--- src/rtl/maze_pkg.sv ---
// Shared constants and encodings for the maze player controller and its arbiter.
package maze_pkg;

    localparam int MAZE_WIDTH   = 30;
    localparam int MAZE_DEPTH   = 21;
    localparam int MAZE_START_X = 1;
    localparam int MAZE_START_Y = 1;
    localparam int MAZE_GOAL_X  = 28;
    localparam int MAZE_GOAL_Y  = 19;

    typedef enum logic [1:0] {
        IDLE  = 2'd0,
        READ  = 2'd1,
        CHECK = 2'd2
    } CtrlState;

    typedef enum logic [1:0] {
        DIR_U = 2'd0,
        DIR_D = 2'd1,
        DIR_L = 2'd2,
        DIR_R = 2'd3
    } MoveDir;

endpackage

--- src/rtl/move_arbiter.sv ---
// Collapses the four move pulses into one request, favouring up, then down, then left, then right.
module move_arbiter
    import maze_pkg::*;
(
    input  logic   up,
    input  logic   down,
    input  logic   left,
    input  logic   right,
    output logic   valid,
    output MoveDir dir
);

    always_comb begin
        valid = up | down | left | right;
        dir   = DIR_R;
        if (up)
            dir = DIR_U;
        else if (down)
            dir = DIR_D;
        else if (left)
            dir = DIR_L;
    end

endmodule

--- src/rtl/maze_player_ctrl.sv ---
// Player position controller: checks each requested step against the map ROM before committing it.
module maze_player_ctrl
    import maze_pkg::*;
#(
    parameter int WIDTH   = MAZE_WIDTH,
    parameter int DEPTH   = MAZE_DEPTH,
    parameter int START_X = MAZE_START_X,
    parameter int START_Y = MAZE_START_Y,
    parameter int GOAL_X  = MAZE_GOAL_X,
    parameter int GOAL_Y  = MAZE_GOAL_Y
)(
    input  logic             clk,
    input  logic             Reset,
    input  logic             btn_u,
    input  logic             btn_d,
    input  logic             btn_l,
    input  logic             btn_r,
    output logic [4:0]       rom_addr,
    input  logic [WIDTH-1:0] rom_data,
    output logic [4:0]       player_x,
    output logic [4:0]       player_y,
    output logic             busy,
    output logic             blocked,
    output logic             at_goal,
    output logic [15:0]      move_count
);

    CtrlState         state;
    CtrlState         nextState;
    logic             arbValid;
    MoveDir           arbDir;
    logic [5:0]       candX;
    logic [5:0]       candY;
    logic             inRange;
    logic             moveReq;
    logic [4:0]       targetX;
    logic [4:0]       targetY;
    logic [WIDTH-1:0] shiftedRow;
    logic             wallHit;

    move_arbiter arbiter (
        .up    (btn_u),
        .down  (btn_d),
        .left  (btn_l),
        .right (btn_r),
        .valid (arbValid),
        .dir   (arbDir)
    );

    // One extra bit lets a step below zero wrap high and fail the range compare.
    always_comb begin
        candX = {1'b0, player_x};
        candY = {1'b0, player_y};
        unique case (arbDir)
            DIR_U: candY = {1'b0, player_y} - 6'd1;
            DIR_D: candY = {1'b0, player_y} + 6'd1;
            DIR_L: candX = {1'b0, player_x} - 6'd1;
            DIR_R: candX = {1'b0, player_x} + 6'd1;
        endcase
        inRange = (candX < 6'(WIDTH)) && (candY < 6'(DEPTH));
        moveReq = (state == IDLE) && arbValid && !at_goal;
    end

    always_comb begin
        shiftedRow = rom_data << targetX;
        wallHit    = shiftedRow[WIDTH-1];
    end

    always_ff @(posedge clk or posedge Reset) begin
        if (Reset)
            state <= IDLE;
        else
            state <= nextState;
    end

    always_comb begin
        nextState = state;
        unique case (state)
            IDLE:    if (moveReq && inRange) nextState = READ;
            READ:    nextState = CHECK;
            CHECK:   nextState = IDLE;
            default: nextState = IDLE;
        endcase
    end

    always_comb begin
        busy     = (state != IDLE);
        rom_addr = (state == READ) ? targetY : player_y;
        at_goal  = (player_x == 5'(GOAL_X)) && (player_y == 5'(GOAL_Y));
    end

    // Blocked is a one-cycle pulse raised either by an off-map target or by a wall hit.
    always_ff @(posedge clk or posedge Reset) begin
        if (Reset) begin
            player_x   <= 5'(START_X);
            player_y   <= 5'(START_Y);
            targetX    <= '0;
            targetY    <= '0;
            blocked    <= 1'b0;
            move_count <= '0;
        end else begin
            blocked <= 1'b0;
            if (moveReq) begin
                if (inRange) begin
                    targetX <= candX[4:0];
                    targetY <= candY[4:0];
                end else begin
                    blocked <= 1'b1;
                end
            end
            if (state == CHECK) begin
                if (wallHit) begin
                    blocked <= 1'b1;
                end else begin
                    player_x <= targetX;
                    player_y <= targetY;
                    if (move_count != 16'hFFFF)
                        move_count <= move_count + 16'd1;
                end
            end
        end
    end

endmodule

--- config.mk ---
export PLATFORM = sky130hd
export DESIGN_NAME = maze_player_ctrl
export DESIGN_NICKNAME = d
export VERILOG_FILES = /design/src/rtl/maze_pkg.sv /design/src/rtl/move_arbiter.sv /design/src/rtl/maze_player_ctrl.sv
export SDC_FILE = /design/constraint.sdc
export NUM_CORES = 1
export LEC_CHECK = 0
export BUFFER_PORTS_ARGS = -buffer_cell sky130_fd_sc_hd__buf_4
export CAP_MARGIN = 20
export CELL_PAD_IN_SITES_DETAIL_PLACEMENT = 0
export CELL_PAD_IN_SITES_GLOBAL_PLACEMENT = 1
export CORE_MARGIN = 4
export CORE_UTILIZATION = 43
export DETAILED_ROUTE_END_ITERATION = 10
export PLACE_DENSITY = 0.95
export SLEW_MARGIN = 5
export SYNTH_ARGS = -nofsm -noshare
export SYNTH_HDL_FRONTEND = slang
export SYNTH_HIERARCHICAL = 1
export SYNTH_SLANG_ARGS = --single-unit
--- constraint.sdc ---
create_clock -name clk -period 4.7 [get_ports clk]
set_clock_uncertainty 0.05 [all_clocks]
set_input_delay 0.235 -clock clk [delete_from_list [all_inputs] [get_ports clk]]
set_output_delay 0.235 -clock clk [all_outputs]
set_load 0.01 [all_outputs]
## Word level (Yosys, flattened, before mapping)

Index checks and enable logic that the tools add are counted.

| word-level totals | value |
|---|---|
| flip-flop bits (word level) | 39 |
| input port bits | 36 |
| logic and storage cells | 52 |

| cells by class | value |
|---|---|
| $add $sub $neg | 5 |
| magnitude comparators | 2 |
| equality and inequality tests | 9 |
| shift operators | 1 |
| multiplexer cells | 12 |
| bitwise operators | 4 |
| reduce and logical (&&, ||, !) cells | 12 |

Operators with widths:

| cell | number |
|---|---|
| $shl 30x5->30 | 1 |
| $pmux 6 s2 | 2 |
| $add 16x1->16 const B | 1 |
| $ne 16x16->1 const B | 1 |
| $add 5x1->6 const B | 2 |
| $lt 6x5->1 const B | 2 |
| $sub 5x1->6 const B | 2 |
| $eq 5x5->1 const B | 2 |
| $eq 2x2->1 const B | 3 |
| $mux 2 | 3 |
| $logic_and 1x1->1 | 5 |
| $mux 1 | 5 |
| $mux 5 | 1 |
| $eq 2x1->1 const B | 2 |
| $logic_not 2->1 | 2 |
| $pmux 2 s2 | 1 |
| $reduce_and 2->1 | 2 |
| $or 1x1->1 | 3 |
| $reduce_and 3->1 | 1 |
| $ne 2x1->1 const B | 1 |
| $reduce_bool 2->1 | 1 |
| $logic_not 1->1 | 1 |
| $not 1->1 | 1 |

## Longest topological paths before layout

| depth | value |
|---|---|
| depth in word-level cells | 11 |
| mapped depth | 12 |
| depth with buffers taken out | 10 |

## Modules after synthesis

Netlist, hierarchy kept.

Modules (own cells, without submodules):

| module | times used | cells each | area an instance (um2) | sequential area each (um2) |
|---|---|---|---|---|
| maze_player_ctrl | 1 | 250 | 2595.0 | 978.4 |
| move_arbiter | 1 | 5 | 26.3 | 0.0 |

## Least setup slack after synthesis

OpenSTA, ideal clock, no wires.

| path | value |
|---|---|
| kind | input port to flip-flop |
| from | input btn_d |
| to | register targetX[0] |
| setup time | 125 ps |
| arrival | 3230 ps |
| data required time | 4525 ps |
| path slack | 1296 ps |
| stages on the path | 12 |
| path through | nor2_2 -> clkbuf_1 -> buf_1 -> nand2_1 -> ha_1 -> a211oi_1 -> nor3_1 -> o311ai_0 -> xnor2_1 -> nand4b_1 -> clkbuf_1 -> mux2_2 |

| between the ends | value |
|---|---|
| word-level cells in the longest chain between the ends | 7 |
| elaborated cells between the ends (all ways) | 17 |

RTL lines:

| element | RTL line | text |
|---|---|---|
| start: declaration | maze_player_ctrl.sv:15 | `input logic btn_d,` |
| $mux 2 | move_arbiter.sv:18 | `else if (down)` |
| $mux 2 | move_arbiter.sv:16 | `if (up)` |
| $eq 2x2->1, or another cell as far along | maze_player_ctrl.sv:54 | `unique case (arbDir)` |
| $pmux 6 s2 | maze_player_ctrl.sv:54 |  |
| $lt 6x5->1 | maze_player_ctrl.sv:60 | `inRange = (candX < 6'(WIDTH)) && (candY < 6'(DEPTH));` |
| $logic_and 1x1->1 | maze_player_ctrl.sv:60 |  |
| $reduce_and 2->1 (no source line) | - |  |
| end signal: assignment | maze_player_ctrl.sv:105 | `targetX <= candX[4:0];` |
| end: declaration | maze_player_ctrl.sv:36 | `logic [4:0] targetX;` |

Parallel ways exist; a longest one is shown, timed or not.
A chain may end at the register's enable or synchronous reset.

## Worst setup path in the final report

| path | value |
|---|---|
| from | register targetX[0] |
| to | register player_x[2] |

| between the ends | value |
|---|---|
| word-level cells in the longest chain between the ends | 3 |

RTL lines:

| element | RTL line | text |
|---|---|---|
| $shl 30x5->30 | maze_player_ctrl.sv:65 | `shiftedRow = rom_data << targetX;` |
| $not 1->1 (no source line) | - |  |
| $reduce_and 2->1 (no source line) | - |  |
| end signal: assignment | maze_player_ctrl.sv:95 | `player_x <= 5'(START_X);` |
| end signal: assignment | maze_player_ctrl.sv:115 | `player_x <= targetX;` |
| end: declaration | maze_player_ctrl.sv:20 | `output logic [4:0] player_x,` |

Every way passes these cells.

==> impl_metrics.ini <==
[outcome]
status = complete, no violations

[setup_path]
cpMostUsedCell = mux2_2
critPathSlowestCell = dfrtp_1
crit_fanout = 18
r2r_end = player_x[2]
rr_worst_depth = 6
r2r_start = targetX[0]
crit_start = targetX[0]
crit_chain = mux4_2, mux2_2, o22a_1, a221o_1, nand2b_1, mux2_2
cp-start-kind = flip-flop
r2r_slack_ns = 1.34
end_kind = flip-flop
cp.required_ns = 4.83
slowest_delay_ns = 0.66
cp.arrival_ns = 3.49
crit_type = flip-flop to flip-flop

[detailed_routing]
num_vias = 2157
first_iter_violations = 59
wl_per_cell_um = 15.42
ant_nets = 0
routed_wl_um = 6105
drc = 0
first_pass_iters = 4
post_drt_via_cell_ratio = 5.447

[cts]
clkSinkCount = 39
htree_levels = 2
cts_tree = built
clock-root-buffer = clkbuf_8
cts_buffers = 5
ctsResizeCount = 0
cts_setup_buffers = 0
insertion_delay_ns = 0.30
cts_hold_buf = 0
path_clk_slew_ns = 0.08
clk_path_buf_depth = 2

[global_routing]
gr-total-overflow = 0
grt_max_degree = 40
grt_pass1_vias = 2198
grt_pass1_wl_um = 10490
grt_util_all_layers_pct = 17.42
antenna_found_initial = 0

[floorplanning]
die_area_um2 = 7409
dieHeight_um = 86.08
core_um2 = 5921
rows = 28
start_util_pct = 44.27
ios = 70
die_w_um = 86.08

[sta]
final-hold-violation-count = 0
worst_slew_pin_slew_ns = 0.6788
finalCritPeriodShare_pct = 71.44
drv_slew = 0
setup_viol = 0
fmaxAchievable_mhz = 297.8
finalSetupTns_ns = 0
period_minus_slack_ns = 3.358
rsz0062_at_grt = false
maxSlewHeadroom_pct = 54.65

[synthesis]
synth-xor-area-share_pct = 6.683
synth-seq-cells = 39
synth_nets = 302
synthCells = 255
synth_compound_area_share_pct = 8.783
synthFlopType = dfrtp_1
synth-edff-count = 0
syn-cell-area_um2 = 2621
yosys.area_share.simple_pct = 19.24
synth-adder-area-share_pct = 5.823
ys_warn_count = 6
async_flop_share_pct = 100.0
synth_mux_area_share_pct = 17.90
yosysUniqueCellTypes = 51
avgSynthCellArea_um2 = 10.28
seq_area_frac_synth_pct = 37.33
synth_top_family_by_area = simple AND/OR/NAND/NOR gates

[placement]
place_congestion = 0.9203
io_buffers = 69
hpwl_um = 4665

[layout]
finalCoreUtilization_pct = 56.17
diodes = 0
nNetsFinal = 367
post_route_cells_drive_above_1_share_pct = 36.76
syn_to_final_growth_pct = 26.87

[power_and_ir_drop]
leakage_nw = 1.517
peakVddDrop_v = 0.0003444
cellPowerDensity_nw_per_um2 = 624.5

[min_path]
hold_path_class = primary input to asynchronous set/reset pin

[job]
max_cap_viol_count = 0
[worst max path at each step]
| stage | endpoint | slack [ns] |
|---|---|---|
| after floorplan | targetX[0] | 1.30 |
| after global placement | player_y[3] | 1.35 |
| after detailed placement | player_x[2] | 1.29 |
| after CTS | player_x[2] | 1.29 |
| after global routing | player_x[2] | 1.13 |
| final | player_x[2] | 1.34 |
[routing by layer]
metal	track usage (%)	vias up	wire length, um
met1	22.99	1045	2669
met2	28.80	47	3048
li1	-	1060	-
met5	0	-	0
met3	3.746	5	317
met4	4.892	0	70
[cell families after synthesis]
family / Yosys count
AO/OA/AOI/OAI: 34
XOR/XNOR: 20
adder cells (fa/ha/maj): 11
multiplexers: 37
buffers and inverters: 26
flip-flops: 39
AND/OR/NAND/NOR: 88
[worst max-delay path: cells and delay by family (launching register included)]
| kind | cells | cell delay [ns] |
|---|---|---|
| AOI/OAI and AO/OA | 2 | 0.83 |
| DFF | 1 | 0.66 |
| muxes | 3 | 1.24 |
| and+or+nand+nor | 1 | 0.46 |
[cell type report]
| type | instances | area [um2] |
|---|---|---|
| Clock buffer | 5 | 68.82 |
| Clock inverter | 3 | 67.56 |
| Fill cell | 526 | 2595 |
| Inverter | 12 | 45.04 |
| Multi-Input combinational cell | 190 | 1531 |
| Sequential cell | 39 | 978.4 |
| Tap cell | 75 | 93.84 |
| Timing Repair Buffer | 72 | 540.5 |
[cell usage in the layout, fill, tap and decap left out, drive strengths merged, types with 8 or more instances in the layout]
cell   synthesis  routed
nor2          13      13
dfrtp         37      37
nand2         17      17
ha             9       9
inv           12      12
mux2          26      26
o21ai         11      11
nand3          9       9
nor3           8       8
nor4           8       8
buf            9      72
xor2          16      16
[synthesized netlist by cell type (2+ instances only)]
library cell  count  area [um2]
dfrtp_1          37       925.9
mux2_2           25       281.5
nand2_1          17       63.81
xor2_1           16       140.1
inv_1            12       45.04
nor2_1           12       45.04
o21ai_0          11       55.05
ha_1              9       112.6
nand3_1           9       45.04
nor3_1            8       40.04
mux2i_1           6       60.06
nor4_1            6       37.54
buf_2             5       25.02
clkbuf_1          5       18.77
mux4_2            5       112.6
nand2b_1          5       31.28
nand4_1           5       31.28
a211oi_1          4       30.03
a21oi_1           4       20.02
nor4b_1           4       35.03
xnor2_1           4       35.03
and3_1            3       18.77
buf_1             3       11.26
nor2b_1           3       18.77
nor3b_1           3       22.52
a21o_1            2       15.01
and4_1            2       17.52
dfstp_2           2       52.55
fa_1              2       40.04
nand3b_1          2       15.01
nor4_2            2       25.02
o31ai_1           2       15.01
or4_1             2       15.01
[flip-flops by register name, indices dropped and copies added, names as in the netlist]
register,count
blocked,1
move_count,16
player_x,5
targetX,5
player_y,5
state,2
targetY,5
[power by group]
group | internal, mW | switching, mW
Clock | 0.212 | 0.123
Combinational | 0.571 | 0.486
Sequential | 0.470 | 0.215
Total | 1.25 | 0.824
[stage by stage]
step | std cells | hold WS (ns) | total power, mW | setup WS, ns | area, um2
finish | 396 | 0.003652 | 2.077 | 1.342 | 3326
global route | 396 | 0.05230 | 2.238 | 1.134 | 3326
CTS | 396 | 0.01356 | 2.099 | 1.292 | 3326
detailed placement | 388 | 0.3381 | 1.758 | 1.290 | 3189
global placement | 388 | 0.3320 | 1.731 | 1.348 | 3189
floorplan | 255 | 0.3886 | 1.417 | 1.296 | 2621
(Power assumes the default switching activity.)
